**config.mk**
```make
export PLATFORM = sky130hd
export DESIGN_NAME = move_cmd_scheduler_flat
export DESIGN_NICKNAME = d
export VERILOG_FILES = /design/src/rtl/game2048_pkg.sv /design/src/rtl/move_cmd_scheduler_if.sv /design/src/rtl/move_cmd_scheduler_btn_debounce.sv /design/src/rtl/move_cmd_scheduler.sv /design/src/flat_wrapper.sv
export SDC_FILE = /design/constraint.sdc
export NUM_CORES = 1
export LEC_CHECK = 0
export CAP_MARGIN = 40
export CORE_MARGIN = 5
export CORE_UTILIZATION = 55
export DETAILED_ROUTE_END_ITERATION = 10
export HOLD_SLACK_MARGIN = 0.02
export PLACE_DENSITY = 0.71
export REMOVE_ABC_BUFFERS = 1
export SLEW_MARGIN = 20
export SYNTH_ARGS = -nofsm -noshare
export SYNTH_HDL_FRONTEND = slang
export SYNTH_HIERARCHICAL = 1
export SYNTH_SLANG_ARGS = --single-unit
export TNS_END_PERCENT = 5
```
**constraint.sdc**
```tcl
create_clock -name clk -period 4.6 [get_ports clk]
set_input_delay 0.92 -clock clk [delete_from_list [all_inputs] [get_ports clk]]
set_output_delay 0.92 -clock clk [all_outputs]
set_load 0.01 [all_outputs]
```
**src/rtl/game2048_pkg.sv**
```systemverilog
// Shared types and constants for the 2048 move path: one-hot directions,
// game_state encodings and the move scheduler state enum.
package game2048_pkg;

    typedef logic [3:0] dir_t;

    localparam dir_t DIR_NONE   = 4'b0000;
    localparam dir_t DIR_TOP    = 4'b0001;
    localparam dir_t DIR_BOTTOM = 4'b0010;
    localparam dir_t DIR_LEFT   = 4'b0100;
    localparam dir_t DIR_RIGHT  = 4'b1000;

    localparam logic [1:0] GS_BUSY = 2'b00;
    localparam logic [1:0] GS_IDLE = 2'b01;
    localparam logic [1:0] GS_WIN  = 2'b10;
    localparam logic [1:0] GS_LOSE = 2'b11;

    typedef enum logic [1:0] {
        WAIT_READY = 2'd0,
        ISSUE      = 2'd1,
        RELEASE    = 2'd2,
        DEAD       = 2'd3
    } sched_state_t;

    function automatic logic is_onehot(input dir_t d);
        return (d != DIR_NONE) && ((d & (d - 4'd1)) == 4'd0);
    endfunction

endpackage

```
**src/rtl/move_cmd_scheduler_if.sv**
```systemverilog
// Move scheduler pins: requester inputs, game handshake and status flags.
// master = environment/game side, slave = scheduler.
interface move_cmd_scheduler_if #(
    parameter int FIFO_DEPTH = 4
) ();
    logic [3:0]                  btn_dir;
    logic                        kbd_valid;
    game2048_pkg::dir_t          kbd_dir;
    logic [1:0]                  game_state;
    game2048_pkg::dir_t          direction;
    logic [$clog2(FIFO_DEPTH):0] fifo_level;
    logic                        overflow;
    logic                        kbd_err;
    logic                        game_over;

    modport master (
        output btn_dir, kbd_valid, kbd_dir, game_state,
        input  direction, fifo_level, overflow, kbd_err, game_over
    );

    modport slave (
        input  btn_dir, kbd_valid, kbd_dir, game_state,
        output direction, fifo_level, overflow, kbd_err, game_over
    );
endinterface

```
**src/rtl/move_cmd_scheduler_btn_debounce.sv**
```systemverilog
// One button: 2-FF sync, debounce counter, rising-edge pulse; MOVE_REPEAT_EN adds auto-repeat.
// Latency: rise pulses 2 + DEBOUNCE_CYCLES cycles after a stable press.
// Backpressure: none; pulses are single-cycle and must be captured by the caller.
module btn_debounce #(
    parameter int DEBOUNCE_CYCLES = 500000,
    parameter int REPEAT_DELAY    = 25000000,
    parameter int REPEAT_PERIOD   = 10000000
) (
    input  logic clk,
    input  logic rst,
    input  logic btn_raw,
    output logic level,
    output logic rise,
    output logic rpt
);
    localparam int CW = $clog2(DEBOUNCE_CYCLES + 1);
    localparam logic [CW-1:0] DB_LAST = CW'(DEBOUNCE_CYCLES - 1);

    if (DEBOUNCE_CYCLES < 1 || REPEAT_DELAY < 1 || REPEAT_PERIOD < 1) begin : g_bad_cfg
        $error("btn_debounce: cycle parameters must be at least 1");
    end

    logic          s1;
    logic          s2;
    logic [CW-1:0] cnt;

    // cnt tracks how many consecutive samples have disagreed with level
    always_ff @(posedge clk) begin
        if (rst) begin
            s1    <= 1'b0;
            s2    <= 1'b0;
            cnt   <= '0;
            level <= 1'b0;
            rise  <= 1'b0;
        end else begin
            s1   <= btn_raw;
            s2   <= s1;
            rise <= 1'b0;
            if (s2 == level) begin
                cnt <= '0;
            end else if (cnt == DB_LAST) begin
                level <= s2;
                rise  <= s2;
                cnt   <= '0;
            end else begin
                cnt <= cnt + CW'(1);
            end
        end
    end

`ifdef MOVE_REPEAT_EN
    localparam int RMAX = (REPEAT_DELAY > REPEAT_PERIOD) ? REPEAT_DELAY : REPEAT_PERIOD;
    localparam int RW   = $clog2(RMAX + 1);
    localparam logic [RW-1:0] DELAY_LAST  = RW'(REPEAT_DELAY - 1);
    localparam logic [RW-1:0] PERIOD_LAST = RW'(REPEAT_PERIOD - 1);

    logic [RW-1:0] rcnt;
    logic          first;

    always_ff @(posedge clk) begin
        if (rst || !level) begin
            rcnt  <= '0;
            first <= 1'b1;
            rpt   <= 1'b0;
        end else begin
            rpt <= 1'b0;
            if (rcnt == (first ? DELAY_LAST : PERIOD_LAST)) begin
                rpt   <= 1'b1;
                rcnt  <= '0;
                first <= 1'b0;
            end else begin
                rcnt <= rcnt + RW'(1);
            end
        end
    end
`else
    assign rpt = 1'b0;
`endif

endmodule

```
**src/rtl/move_cmd_scheduler.sv**
```systemverilog
// Round-robin merges button/keyboard moves into a FIFO and issues one per game IDLE (MOVE_REPEAT_EN: auto-repeat).
// Latency: kbd_valid to direction is 3 cycles with an empty FIFO and game_state=IDLE.
// Backpressure: full FIFO stalls the one-entry slots; a second event into a held slot overwrites it and sets overflow.
module move_cmd_scheduler
    import game2048_pkg::*;
#(
    parameter int DEBOUNCE_CYCLES = 500000,
    parameter int FIFO_DEPTH      = 4,
    parameter int REPEAT_DELAY    = 25000000,
    parameter int REPEAT_PERIOD   = 10000000
) (
    input  logic                 clk,
    input  logic                 rst,
    move_cmd_scheduler_if.slave  bus
);
    localparam int AW = $clog2(FIFO_DEPTH);
    localparam int LW = AW + 1;
    localparam logic [LW-1:0] FULL_LVL = LW'(FIFO_DEPTH);

    if (FIFO_DEPTH < 2 || (FIFO_DEPTH & (FIFO_DEPTH - 1)) != 0) begin : g_bad_depth
        $error("move_cmd_scheduler: FIFO_DEPTH must be a power of 2, at least 2");
    end

    logic [3:0] btn_level;
    logic [3:0] btn_rise;
    logic [3:0] btn_rpt;

    for (genvar g = 0; g < 4; g++) begin : g_btn
        btn_debounce #(
            .DEBOUNCE_CYCLES (DEBOUNCE_CYCLES),
            .REPEAT_DELAY    (REPEAT_DELAY),
            .REPEAT_PERIOD   (REPEAT_PERIOD)
        ) u_debounce (
            .clk     (clk),
            .rst     (rst),
            .btn_raw (bus.btn_dir[g]),
            .level   (btn_level[g]),
            .rise    (btn_rise[g]),
            .rpt     (btn_rpt[g])
        );
    end

    logic btn_evt;
    dir_t btn_evt_dir;
    logic lower_held;

    // Lowest bit wins; a repeat only counts if no lower button is held.
    always_comb begin
        btn_evt     = 1'b0;
        btn_evt_dir = DIR_NONE;
        lower_held  = 1'b0;
        for (int b = 0; b < 4; b++) begin
            if (!btn_evt && (btn_rise[b] || (btn_rpt[b] && !lower_held))) begin
                btn_evt     = 1'b1;
                btn_evt_dir = dir_t'(4'b0001 << b);
            end
            lower_held = lower_held | btn_level[b];
        end
    end

    logic kbd_evt;
    assign kbd_evt = bus.kbd_valid && is_onehot(bus.kbd_dir);

    sched_state_t  state;
    dir_t          direction_q;
    logic          game_over_q;
    logic          overflow_q;
    logic          kbd_err_q;
    logic          btn_slot_vld;
    logic          kbd_slot_vld;
    dir_t          btn_slot;
    dir_t          kbd_slot;
    logic          rr_ptr;
    dir_t          mem [FIFO_DEPTH];
    logic [AW-1:0] wr_ptr;
    logic [AW-1:0] rd_ptr;
    logic [LW-1:0] count;

    logic fifo_full;
    logic fifo_empty;
    logic flush;
    logic pick_kbd;
    logic push;
    logic pop;
    dir_t push_dat;
    dir_t head;

    assign fifo_full  = (count == FULL_LVL);
    assign fifo_empty = (count == '0);
    assign head       = mem[rd_ptr];
    // Flush on the very edge we enter DEAD so nothing leaks out afterwards.
    assign flush      = (state == DEAD) ||
                        (((state == WAIT_READY) || (state == ISSUE)) && bus.game_state[1]);
    assign pick_kbd   = kbd_slot_vld && (!btn_slot_vld || rr_ptr);
    assign push       = (btn_slot_vld || kbd_slot_vld) && !fifo_full && !flush;
    assign push_dat   = pick_kbd ? kbd_slot : btn_slot;
    assign pop        = (state == ISSUE) && (bus.game_state == GS_BUSY);

    always_ff @(posedge clk) begin
        if (rst) begin
            btn_slot_vld <= 1'b0;
            kbd_slot_vld <= 1'b0;
            btn_slot     <= DIR_NONE;
            kbd_slot     <= DIR_NONE;
            rr_ptr       <= 1'b0;
            wr_ptr       <= '0;
            rd_ptr       <= '0;
            count        <= '0;
            overflow_q   <= 1'b0;
            kbd_err_q    <= 1'b0;
            for (int j = 0; j < FIFO_DEPTH; j++) mem[j] <= DIR_NONE;
        end else begin
            if (bus.kbd_valid && !is_onehot(bus.kbd_dir)) kbd_err_q <= 1'b1;
            if (flush) begin
                btn_slot_vld <= 1'b0;
                kbd_slot_vld <= 1'b0;
                wr_ptr       <= '0;
                rd_ptr       <= '0;
                count        <= '0;
            end else begin
                if (push) begin
                    mem[wr_ptr] <= push_dat;
                    wr_ptr      <= wr_ptr + AW'(1);
                    if (btn_slot_vld && kbd_slot_vld) rr_ptr <= ~rr_ptr;
                end
                if (pop) rd_ptr <= rd_ptr + AW'(1);
                if (push && !pop)      count <= count + LW'(1);
                else if (!push && pop) count <= count - LW'(1);

                if (btn_evt) begin
                    btn_slot     <= btn_evt_dir;
                    btn_slot_vld <= 1'b1;
                    if (btn_slot_vld && !(push && !pick_kbd)) overflow_q <= 1'b1;
                end else if (push && !pick_kbd) begin
                    btn_slot_vld <= 1'b0;
                end

                if (kbd_evt) begin
                    kbd_slot     <= bus.kbd_dir;
                    kbd_slot_vld <= 1'b1;
                    if (kbd_slot_vld && !(push && pick_kbd)) overflow_q <= 1'b1;
                end else if (push && pick_kbd) begin
                    kbd_slot_vld <= 1'b0;
                end
            end
        end
    end

    always_ff @(posedge clk) begin
        if (rst) begin
            state       <= WAIT_READY;
            direction_q <= DIR_NONE;
            game_over_q <= 1'b0;
        end else begin
            case (state)
                WAIT_READY: begin
                    if (bus.game_state[1]) begin
                        state       <= DEAD;
                        game_over_q <= 1'b1;
                    end else if (bus.game_state == GS_IDLE && !fifo_empty) begin
                        state       <= ISSUE;
                        direction_q <= head;
                    end
                end
                ISSUE: begin
                    if (bus.game_state[1]) begin
                        state       <= DEAD;
                        direction_q <= DIR_NONE;
                        game_over_q <= 1'b1;
                    end else if (bus.game_state == GS_BUSY) begin
                        state       <= RELEASE;
                        direction_q <= DIR_NONE;
                    end
                end
                RELEASE: begin
                    if (bus.game_state != GS_BUSY) state <= WAIT_READY;
                end
                DEAD: begin
                    direction_q <= DIR_NONE;
                end
                default: state <= WAIT_READY;
            endcase
        end
    end

    assign bus.direction  = direction_q;
    assign bus.fifo_level = count;
    assign bus.overflow   = overflow_q;
    assign bus.kbd_err    = kbd_err_q;
    assign bus.game_over  = game_over_q;

endmodule

```
**src/flat_wrapper.sv**
```systemverilog
// flat-port wrapper written by rule: the top's interface ports become plain ports
module move_cmd_scheduler_flat import game2048_pkg::*;
#(
    parameter int DEBOUNCE_CYCLES = 500000,
    parameter int FIFO_DEPTH      = 4,
    parameter int REPEAT_DELAY    = 25000000,
    parameter int REPEAT_PERIOD   = 10000000
)
  (clk, rst, bus_btn_dir, bus_kbd_valid, bus_kbd_dir, bus_game_state, bus_direction, bus_fifo_level, bus_overflow, bus_kbd_err, bus_game_over);
  move_cmd_scheduler_if #(.FIFO_DEPTH(FIFO_DEPTH)) bus_i ();
  input  logic clk;
  input  logic rst;
  input wire logic [$bits(bus_i.btn_dir)-1:0] bus_btn_dir;
  input wire logic [$bits(bus_i.kbd_valid)-1:0] bus_kbd_valid;
  input wire logic [$bits(bus_i.kbd_dir)-1:0] bus_kbd_dir;
  input wire logic [$bits(bus_i.game_state)-1:0] bus_game_state;
  output wire logic [$bits(bus_i.direction)-1:0] bus_direction;
  output wire logic [$bits(bus_i.fifo_level)-1:0] bus_fifo_level;
  output wire logic [$bits(bus_i.overflow)-1:0] bus_overflow;
  output wire logic [$bits(bus_i.kbd_err)-1:0] bus_kbd_err;
  output wire logic [$bits(bus_i.game_over)-1:0] bus_game_over;
  assign bus_i.btn_dir = bus_btn_dir;
  assign bus_i.kbd_valid = bus_kbd_valid;
  assign bus_i.kbd_dir = bus_kbd_dir;
  assign bus_i.game_state = bus_game_state;
  assign bus_direction = bus_i.direction;
  assign bus_fifo_level = bus_i.fifo_level;
  assign bus_overflow = bus_i.overflow;
  assign bus_kbd_err = bus_i.kbd_err;
  assign bus_game_over = bus_i.game_over;
  move_cmd_scheduler #(.DEBOUNCE_CYCLES(DEBOUNCE_CYCLES), .FIFO_DEPTH(FIFO_DEPTH), .REPEAT_DELAY(REPEAT_DELAY), .REPEAT_PERIOD(REPEAT_PERIOD)) u_core (.clk(clk), .rst(rst), .bus(bus_i));
endmodule
```
* Yosys cells after proc, flatten, opt, wreduce, memory -nomap -nowiden
Memory sizes are Yosys's and may differ from the RTL's. A register that Yosys moved wholly into a read port is not among the register bits.
Cells that the tools add are included.
** Word-level totals
- Flip-flop bits (word level) :: 119
- Bits in latches :: 0
- RAM bits :: 16
- Memory bits (read-only) :: 0
- Output and inout bits :: 10
- Logic and storage cells :: 181
- Memories :: 1
** Memory list
- u_core.mem :: words 4, bits a word 4, rd ports 1, clocked after memory_dff 1, write ports 4, RTL line move_cmd_scheduler.sv:74 : dir_t mem [FIFO_DEPTH];
** Cells by class
- Add/sub/neg operators :: 9
- Multipliers :: 0
- Div/mod/pow operators :: 0
- $lt $le $gt $ge :: 0
- Equal/unequal tests :: 18
- Shifts and indexed selects :: 0
- Multiplexer cells :: 41
- Bitwise logic cells :: 11
- Reductions and logical operators :: 68
** Operator list (number)
- 19-bit by 1-bit adder with 19-bit output, second input constant :: 4
- 19-bit == test, second input constant :: 4
- 4-bit two-way mux :: 9
- 3-bit OR reduction :: 8
- 1-bit two-way mux :: 20
- 1-bit logical AND :: 19
- 2-bit two-way mux :: 8
- 2-bit AND reduction :: 7
- 1-bit zero test :: 13
- 4-bit one-hot mux with 3 select lines :: 1
- 1-bit inverter :: 10
- 4-bit AND reduction :: 2
- 2-bit nonzero test :: 4
- 3-bit two-way mux :: 2
- 3-bit != test, second input constant :: 2
- 2-bit one-hot mux with 3 select lines :: 1
- 3-bit nonzero test :: 2
- 2-bit by 1-bit adder with 2-bit output, second input constant :: 2
- 4-bit AND :: 1
- 1-bit == test :: 4
- 2-bit by 1-bit == test with 1-bit output, second input constant :: 2
- 2-bit == test, second input constant :: 2
- 2-bit zero test :: 2
- 4-bit zero test :: 1
- 12 further kinds :: 17

* Logic depth before layout (Yosys ltp)
Gate-level depths: netlist of the first run.
- Depth after elaboration :: 13
- Gate-level depth with buffers :: 11
- Mapped depth without buffers :: 11

* By module
Netlist of the first run, hierarchy kept.
** By module, submodules not included
- btn_debounce :: times used 4, cells an instance 110, area each 1044.8 µm², sequential area each 460.4 µm²
- move_cmd_scheduler :: times used 1, cells an instance 216, area each 2202.1 µm², sequential area each 1061.0 µm²

* Least setup slack after synthesis of the first run
No wires, ideal clock.
- Path type :: input port to flip-flop
- Start point :: input port bus_game_state[1]
- End point :: register u_core.count[2], in the netlist u_core/bus.fifo_level[2]
- Setup time :: 0.071 ns
- Arrival :: 2.778 ns
- Slack :: 1.751 ns
- Stages :: 10
- Buffers on the path :: 0
- Cell sequence :: mux2_4 > a21oi_4 > o21ai_2 > inv_1 > ha_1 > inv_1 > fa_1 > xor2_1 > or3_1 > a21oi_1
** On the way
- Longest elaborated chain between the ends :: 7
- Elaborated cells between the ends (all ways) :: 13
- Classes of those cells :: mux: 1; reduce/logical: 12
** Ends and longest elaborated chain
- start: declaration :: RTL line flat_wrapper.sv:16 : input wire logic [$bits(bus_i.game_state)-1:0] bus_game_state;
- 1-bit logical AND * :: RTL line move_cmd_scheduler.sv:93 : (((state == WAIT_READY) || (state == ISSUE)) && bus.game_state[1]);
- 1-bit logical OR * :: RTL line move_cmd_scheduler.sv:92 : assign flush = (state == DEAD) ||
- 1-bit zero test * :: RTL line move_cmd_scheduler.sv:95 : assign push = (btn_slot_vld || kbd_slot_vld) && !fifo_full && !flush;
- 1-bit logical AND * :: RTL line move_cmd_scheduler.sv:95
- net u_core.push :: RTL line move_cmd_scheduler.sv:83 : logic push;
- 1-bit zero test :: RTL line move_cmd_scheduler.sv:128 : else if (!push && pop) count <= count - LW'(1);
- 1-bit logical AND :: RTL line move_cmd_scheduler.sv:128
- 2-bit nonzero test (no source line)
- end signal: assignment :: RTL line move_cmd_scheduler.sv:127 : if (push && !pop) count <= count + LW'(1);
- end signal: assignment :: RTL line move_cmd_scheduler.sv:128
- end: declaration :: RTL line move_cmd_scheduler.sv:77 : logic [LW-1:0] count;
Mark *: on every way through the listed nets, which the timed path passes. The rest lies on a longest branch.
A chain may end at the register's enable or synchronous reset.

* Worst setup path in the final report of the first run
Ends and elaborated chain as after synthesis.

==> results.yml, run 1 <==
outcome:
  outcome: "finished clean"
clock_tree:
  cts_resized: 0
  postCtsSetupRepairBufs: 0
  insertion_delay_ns: 0.41
  htree_levels: 4
  numCtsBuffers: 17
  cts_num_sinks: 137
  cts_tree: "yes"
  cts_root_buffer: "clkbuf_16"
  clock_path_buffers: 2
  ctsHoldBuffers: 0
  cts.clk_slew.worst_paths_ns: 0.05
logic_synthesis:
  synth_compound_area_frac: 0.1004
  synthFlopType: "dfxtp_1"
  synth-simple-area-share: 0.2714
  ys_async_sr_fraction: 0
  synth_area_per_cell_um2: 9.727
  synth-seq-cells: 137
  yosys-top-cells-area: "dfxtp_1 (38%), edfxtp_1 (7.5%), xor2_1 (6.3%)"
  synth_top_family_by_area: "simple AND/OR/NAND/NOR gates"
  synthMuxAreaShare: 0.03529
  synthAdderAreaFrac: 0.02275
  synth_xor_area_frac: 0.07686
  synth_cell_types: 55
  yosysSeqAreaShare: 0.4549
  synth_cells: 656
  yosysTopAreaCell: "dfxtp_1"
  synth_edf_count: 16
  synth_largest_type_area_fraction: 0.3796
  yosys_warnings: 6
  netlist_area_um2: 6381
placed_design:
  dpl_cell_area_um2: 6631
  dp_slack_ns: 1.003
  port_buffers: 22
  dpl.hpwl_um: 8256
  place_congestion: 0.8500
sta:
  rsz0062_at_grt: "no"
  setup_viol: 0
  slew_headroom: 0.6471
  slew_viol_final: 0
  worst_slack_ns: 1.405
  finalHoldViolCount: 0
  hold_ws_ns: 0.4465
  period_share: 0.6946
  setup_tns_ns: 0
  worst_slew_pin_slew_ns: 0.5283
  finalCriticalPeriod_ns: 3.195
  fin_skew_ns: 0.006964
  fmax_mhz: 313.0
critical_path:
  critical_path.max_fanout: 8
  path_buf_inv: 3
  cp_common_cell: "inv_1"
  cp_data_required_time_ns: 4.94
  cpPeakStageDelay_ns: 0.53
  start_kind: "input pin"
  arrival_ns: 3.53
  cp-end-kind: "register"
  criticalPathCategory: "input pin to register"
  crit_path_cell_trace: "clkdlybuf4s50_1 > mux2_4 > a21oi_4 > o21ai_2 > inv_1 > ha_1 > inv_1 > fa_1 > xor2_1 > or3_1 > a21oi_1"
  path_delay_family: "buffers and inverters"
  slowest_stage: "clkdlybuf4s50_1"
grt:
  met1_usage: 0.2113
  grt_max_degree: 48
  antenna_found_initial: 0
  track_usage: 0.1761
  met2_usage: 0.2960
  busiest_layer: "met2"
  overflow: 0
  grt_util_met3: 0.05574
  grt_pass1_wl_um: 20490
  grt_pass1_vias: 4581
die:
  die_area_um2: 13860
  die_y_um: 117.7
  die_x_um: 117.7
  core_um2: 11420
  initial_core_util: 0.5588
  ioPinCount: 23
  num_rows: 39
power:
  p_switching_uw: 706.9
  p_leak_uw: 0.002560
  peakVddDrop_v: 0.0003295
  power_frac_seq: 0.454
  p_per_area_nw_per_um2: 400.8
  combPwrFrac: 0.122
  sw_frac_of_total: 0.2455
  internal_power_uw: 2172
  p_clk_frac: 0.423
cells_and_area:
  fillers: 950
  drive_gt1_frac: 0.1060
  final_area_um2: 7183
  nNetsFinal: 700
  n_antenna_cell: 0
  area_growth_pct: 12.57
drt:
  finalWirelength_um: 11810
  via_per_inst: 5.671
  first_pass_iters: 4
  routedWlPerCell_um: 14.20
  ant_nets: 0
  via_count: 4718
  drt_iter0_drc: 377
  drc_errors: 0
job:
  max_cap_violations: 0
worst_hold_path:
  hold_path.class: "register to register"
-- kinds of logic (layout without fill, tap and decap cells) --
group,Yosys count,after routing
AND/OR/NAND/NOR,288,288
flip-flops,137,137
AO/OA/AOI/OAI,98,98
XOR/XNOR,56,56
buffers and inverters,45,78
multiplexers,17,17
adder cells (fa/ha/maj),11,11
other,4,4
-- Yosys cell counts, types with 5 or more instances --
| library cell | instances |
|---|---|
| a21oi_1 | 39 |
| and2_1 | 8 |
| and4_1 | 16 |
| buf_4 | 8 |
| clkbuf_1 | 8 |
| dfxtp_1 | 121 |
| edfxtp_1 | 16 |
| ha_1 | 10 |
| inv_1 | 23 |
| mux2i_1 | 12 |
| nand2_1 | 32 |
| nand3_1 | 31 |
| nand4_1 | 20 |
| nand4_4 | 8 |
| nor2_1 | 90 |
| nor2b_1 | 9 |
| nor3b_1 | 5 |
| nor4_1 | 5 |
| nor4b_1 | 10 |
| o21ai_0 | 24 |
| o31ai_1 | 8 |
| or3_1 | 21 |
| xnor2_1 | 10 |
| xor2_1 | 46 |
-- final timing paths --
kind	from	end	slack (ns)	cells past startpoint
worst min register to register	u_core/g_btn[0].u_debounce/s1	u_core/g_btn[0].u_debounce/s2	0.45	1
worst max register to register	u_core/state[1]	u_core/bus.fifo_level[2]	2.00	10
worst min-delay path	u_core/g_btn[0].u_debounce/s1	u_core/g_btn[0].u_debounce/s2	0.45	1
worst max-delay path	bus_game_state[1]	u_core/bus.fifo_level[2]	1.40	11
-- cells in the final DEF (no fill, tap or decap), drive strengths merged, types with 21 or more instances in the layout --
master         instances
dfxtp                121
nor2                  90
xor2                  46
a21oi                 44
nand2                 32
nand3                 31
o21ai                 29
nand4                 28
or3                   25
inv                   24
clkbuf                23
clkdlybuf4s50         21
-- power groups by stage --
stage	Combinational [µW]	Clock, µW	Sequential (µW)
6_report	352	1220	1310
2_1_floorplan	240	0	1330
4_1_cts	350	1260	1310
3_5_place_dp	349	0	1330
5_1_grt	398	1320	1320
3_3_place_gp	338	0	1330
-- worst register-to-register path: stages, from the launching register on --
cell and delay [ns]:
dfxtp_1 0.44, mux2_4 0.39, a21oi_4 0.17, o21ai_2 0.12
inv_1 0.18, ha_1 0.22, inv_1 0.06, fa_1 0.37
xor2_1 0.15, or3_1 0.30, a21oi_1 0.13
-- layer usage --
layer | vias to the layer above | routed length [µm] | part of all wire
met1 | 2260 | 5382 | 0.46
met5 | - | 0 | 0
met2 | 64 | 5894 | 0.50
li1 | 2382 | - | -
met4 | 0 | 145 | 0.012
met3 | 12 | 391 | 0.033
-- through the flow --
| stage | total power [µW] | util | std cells |
|---|---|---|---|
| 2_1_floorplan | 1571 | - | 634 |
| 3_3_place_gp | 1669 | 0.5808 | 799 |
| 3_5_place_dp | 1682 | 0.5808 | 799 |
| 4_1_cts | 2918 | 0.6273 | 831 |
| 5_1_grt | 3028 | 0.6291 | 832 |
| 6_report | 2879 | 0.6291 | 832 |
-- cell type report --
type / count / area [µm²] / share of cell area
flip-flops and latches: 137 / 2903 / 0.4041
inverters: 23 / 86.33 / 0.01202
clock buffers: 23 / 457.9 / 0.06375
multi-input cells: 474 / 3248 / 0.4522
clock inverters: 9 / 73.82 / 0.01028
repair buffers: 23 / 235.2 / 0.03275
well taps: 143 / 178.9 / 0.02491
-- registers in the layout, indices dropped and copies added, names as in the netlist, 2 cells and up, named ones only --
name	flops
u_core/btn_slot	4
u_core/bus.direction	4
u_core/bus.fifo_level	3
u_core/g_btn.u_debounce/cnt	76
u_core/g_btn.u_debounce/level	4
u_core/g_btn.u_debounce/rise	4
u_core/g_btn.u_debounce/s1	4
u_core/g_btn.u_debounce/s2	4
u_core/kbd_slot	4
u_core/mem	16
u_core/rd_ptr	2
u_core/state	2
u_core/wr_ptr	2
Note: power is estimated with default switching activity, not from simulation.
==> run 2, diff against run 1 <==
==> constraint.sdc (replaced) <==
create_clock -name clk -period 3.25 [get_ports clk]
set_input_delay 0.65 -clock clk [delete_from_list [all_inputs] [get_ports clk]]
set_output_delay 0.65 -clock clk [all_outputs]
set_load 0.01 [all_outputs]
==> results.yml, run 2 (synthesis results as in run 1) <==
die:
  initial_core_util: 0.5588
  core_um2: 11420
  num_rows: 39
  die_x_um: 117.7
  die_area_um2: 13860
  die_y_um: 117.7
  ioPinCount: 23
job:
  max_cap_violations: 0
sta:
  slew_viol_final: 0
  rsz0062_at_grt: "no"
  setup_viol: 0
  worst_slew_pin_slew_ns: 0.6315
  slew_headroom: 0.5790
  setup_tns_ns: 0
  finalCriticalPeriod_ns: 2.775
  fin_skew_ns: 0.004657
  fmax_mhz: 360.4
  finalHoldViolCount: 0
  period_share: 0.8539
clock_tree:
  numCtsBuffers: 17
  htree_levels: 4
  cts_tree: "yes"
  postCtsSetupRepairBufs: 0
  cts_num_sinks: 137
  cts_root_buffer: "clkbuf_16"
  cts.clk_slew.worst_paths_ns: 0.05
  clock_path_buffers: 2
  ctsHoldBuffers: 0
  insertion_delay_ns: 0.41
  cts_resized: 0
critical_path:
  cpPeakStageDelay_ns: 0.43
  path_delay_family: "buffers and inverters"
  rr_worst_depth: 10
  path_buf_inv: 3
  cp-end-kind: "register"
  arrival_ns: 3.11
  criticalPathCategory: "input pin to register"
  critical_path.max_fanout: 8
  crit_cells: 11
  slowest_stage: "clkdlybuf4s50_1"
  crit_path_cell_trace: "clkdlybuf4s50_1 > mux2_4 > a21oi_4 > o21ai_2 > inv_1 > ha_1 > inv_1 > fa_1 > xor2_1 > or3_1 > a21oi_1"
  cp_data_required_time_ns: 3.59
  cp_common_cell: "inv_1"
  start_kind: "input pin"
  reg2reg_from: "u_core/state[1]"
  startpoint: "bus_game_state[1]"
drt:
  routedWlPerCell_um: 14.47
  first_pass_iters: 4
  drc_errors: 0
  drt_iter0_drc: 378
  ant_nets: 0
  via_count: 4701
  finalWirelength_um: 12060
  via_per_inst: 5.643
cells_and_area:
  layout_commonest_cell: "dfxtp_1"
  largestRegisters: "u_core/g_btn.u_debounce/cnt (76), u_core/mem (16)"
  largest_register_ffs: 76
  final_area_um2: 7254
  drive_gt1_frac: 0.1058
  final_cell_mix: "dfxtp_1 (121), nor2_1 (90), xor2_1 (46)"
  nNetsFinal: 701
  n_antenna_cell: 0
  top_register: "u_core/g_btn.u_debounce/cnt"
  area_growth_pct: 13.69
placed_design:
  dpl_cell_area_um2: 6646
  dpl.hpwl_um: 8361
  place_congestion: 0.8337
  port_buffers: 22
worst_hold_path:
  hold_path.class: "register to register"
  worst_hold_startpoint: "u_core/g_btn[1].u_debounce/s1"
  min_delay_path_depth: 1
power:
  p_per_area_nw_per_um2: 596.8
  p_switching_uw: 1023
  sw_frac_of_total: 0.2364
  p_clk_frac: 0.453
  power_frac_seq: 0.428
  internal_power_uw: 3306
  p_leak_uw: 0.002594
  combPwrFrac: 0.119
  peakVddDrop_v: 0.0005078
grt:
  grt_pass1_vias: 4648
  overflow: 0
  grt_max_degree: 35
  track_usage: 0.1814
  antenna_found_initial: 0
  grt_pass1_wl_um: 21050
outcome:
  outcome: "finished clean"
-- run 2: layout make-up --
type,instances,area (µm²)
clock inverter,6,107.6
tap,143,178.9
sequential,137,2903
inverter,23,86.33
fill,909,4164
clock buffer,26,500.5
timing repair buffer,24,230.2
multi-input combinational,474,3248
-- run 2: metrics by stage --
step	worst slack, ns	utilization	hold slack [ns]	power, µW	cells
floorplan	0.6716	-	0.4138	2223	634
global placement	0.1301	0.5821	0.4220	2365	801
detailed placement	0.08936	0.5821	0.4274	2392	801
CTS	0.4900	0.6353	0.4402	4362	833
global route	0.3128	0.6353	0.4692	4522	833
finish	0.4749	0.6353	0.4382	4329	833
-- run 2: worst paths after layout --
kind	slack (ns)	end
setup / recovery	0.47	u_core/bus.fifo_level[2]
hold / removal	0.44	u_core/g_btn[1].u_debounce/s2
setup reg to reg	0.65	u_core/bus.fifo_level[2]
hold reg to reg	0.44	u_core/g_btn[1].u_debounce/s2
-- run 2: power groups by stage --
stage | combinational [µW] | sequential (µW) | clock, µW
after floorplan | 340 | 1880 | 0
after global placement | 482 | 1880 | 0
after detailed placement | 505 | 1890 | 0
after CTS | 514 | 1850 | 2000
after global routing | 571 | 1860 | 2090
final | 515 | 1850 | 1960
-- run 2: metal layers --
| metal | track usage | wire length [µm] | up-vias |
|---|---|---|---|
| met5 | 0 | 0 | - |
| li1 | - | - | 2380 |
| met1 | 0.2179 | 5396 | 2244 |
| met4 | 0.06165 | 106 | 0 |
| met3 | 0.05334 | 444 | 10 |
| met2 | 0.3098 | 6109 | 67 |
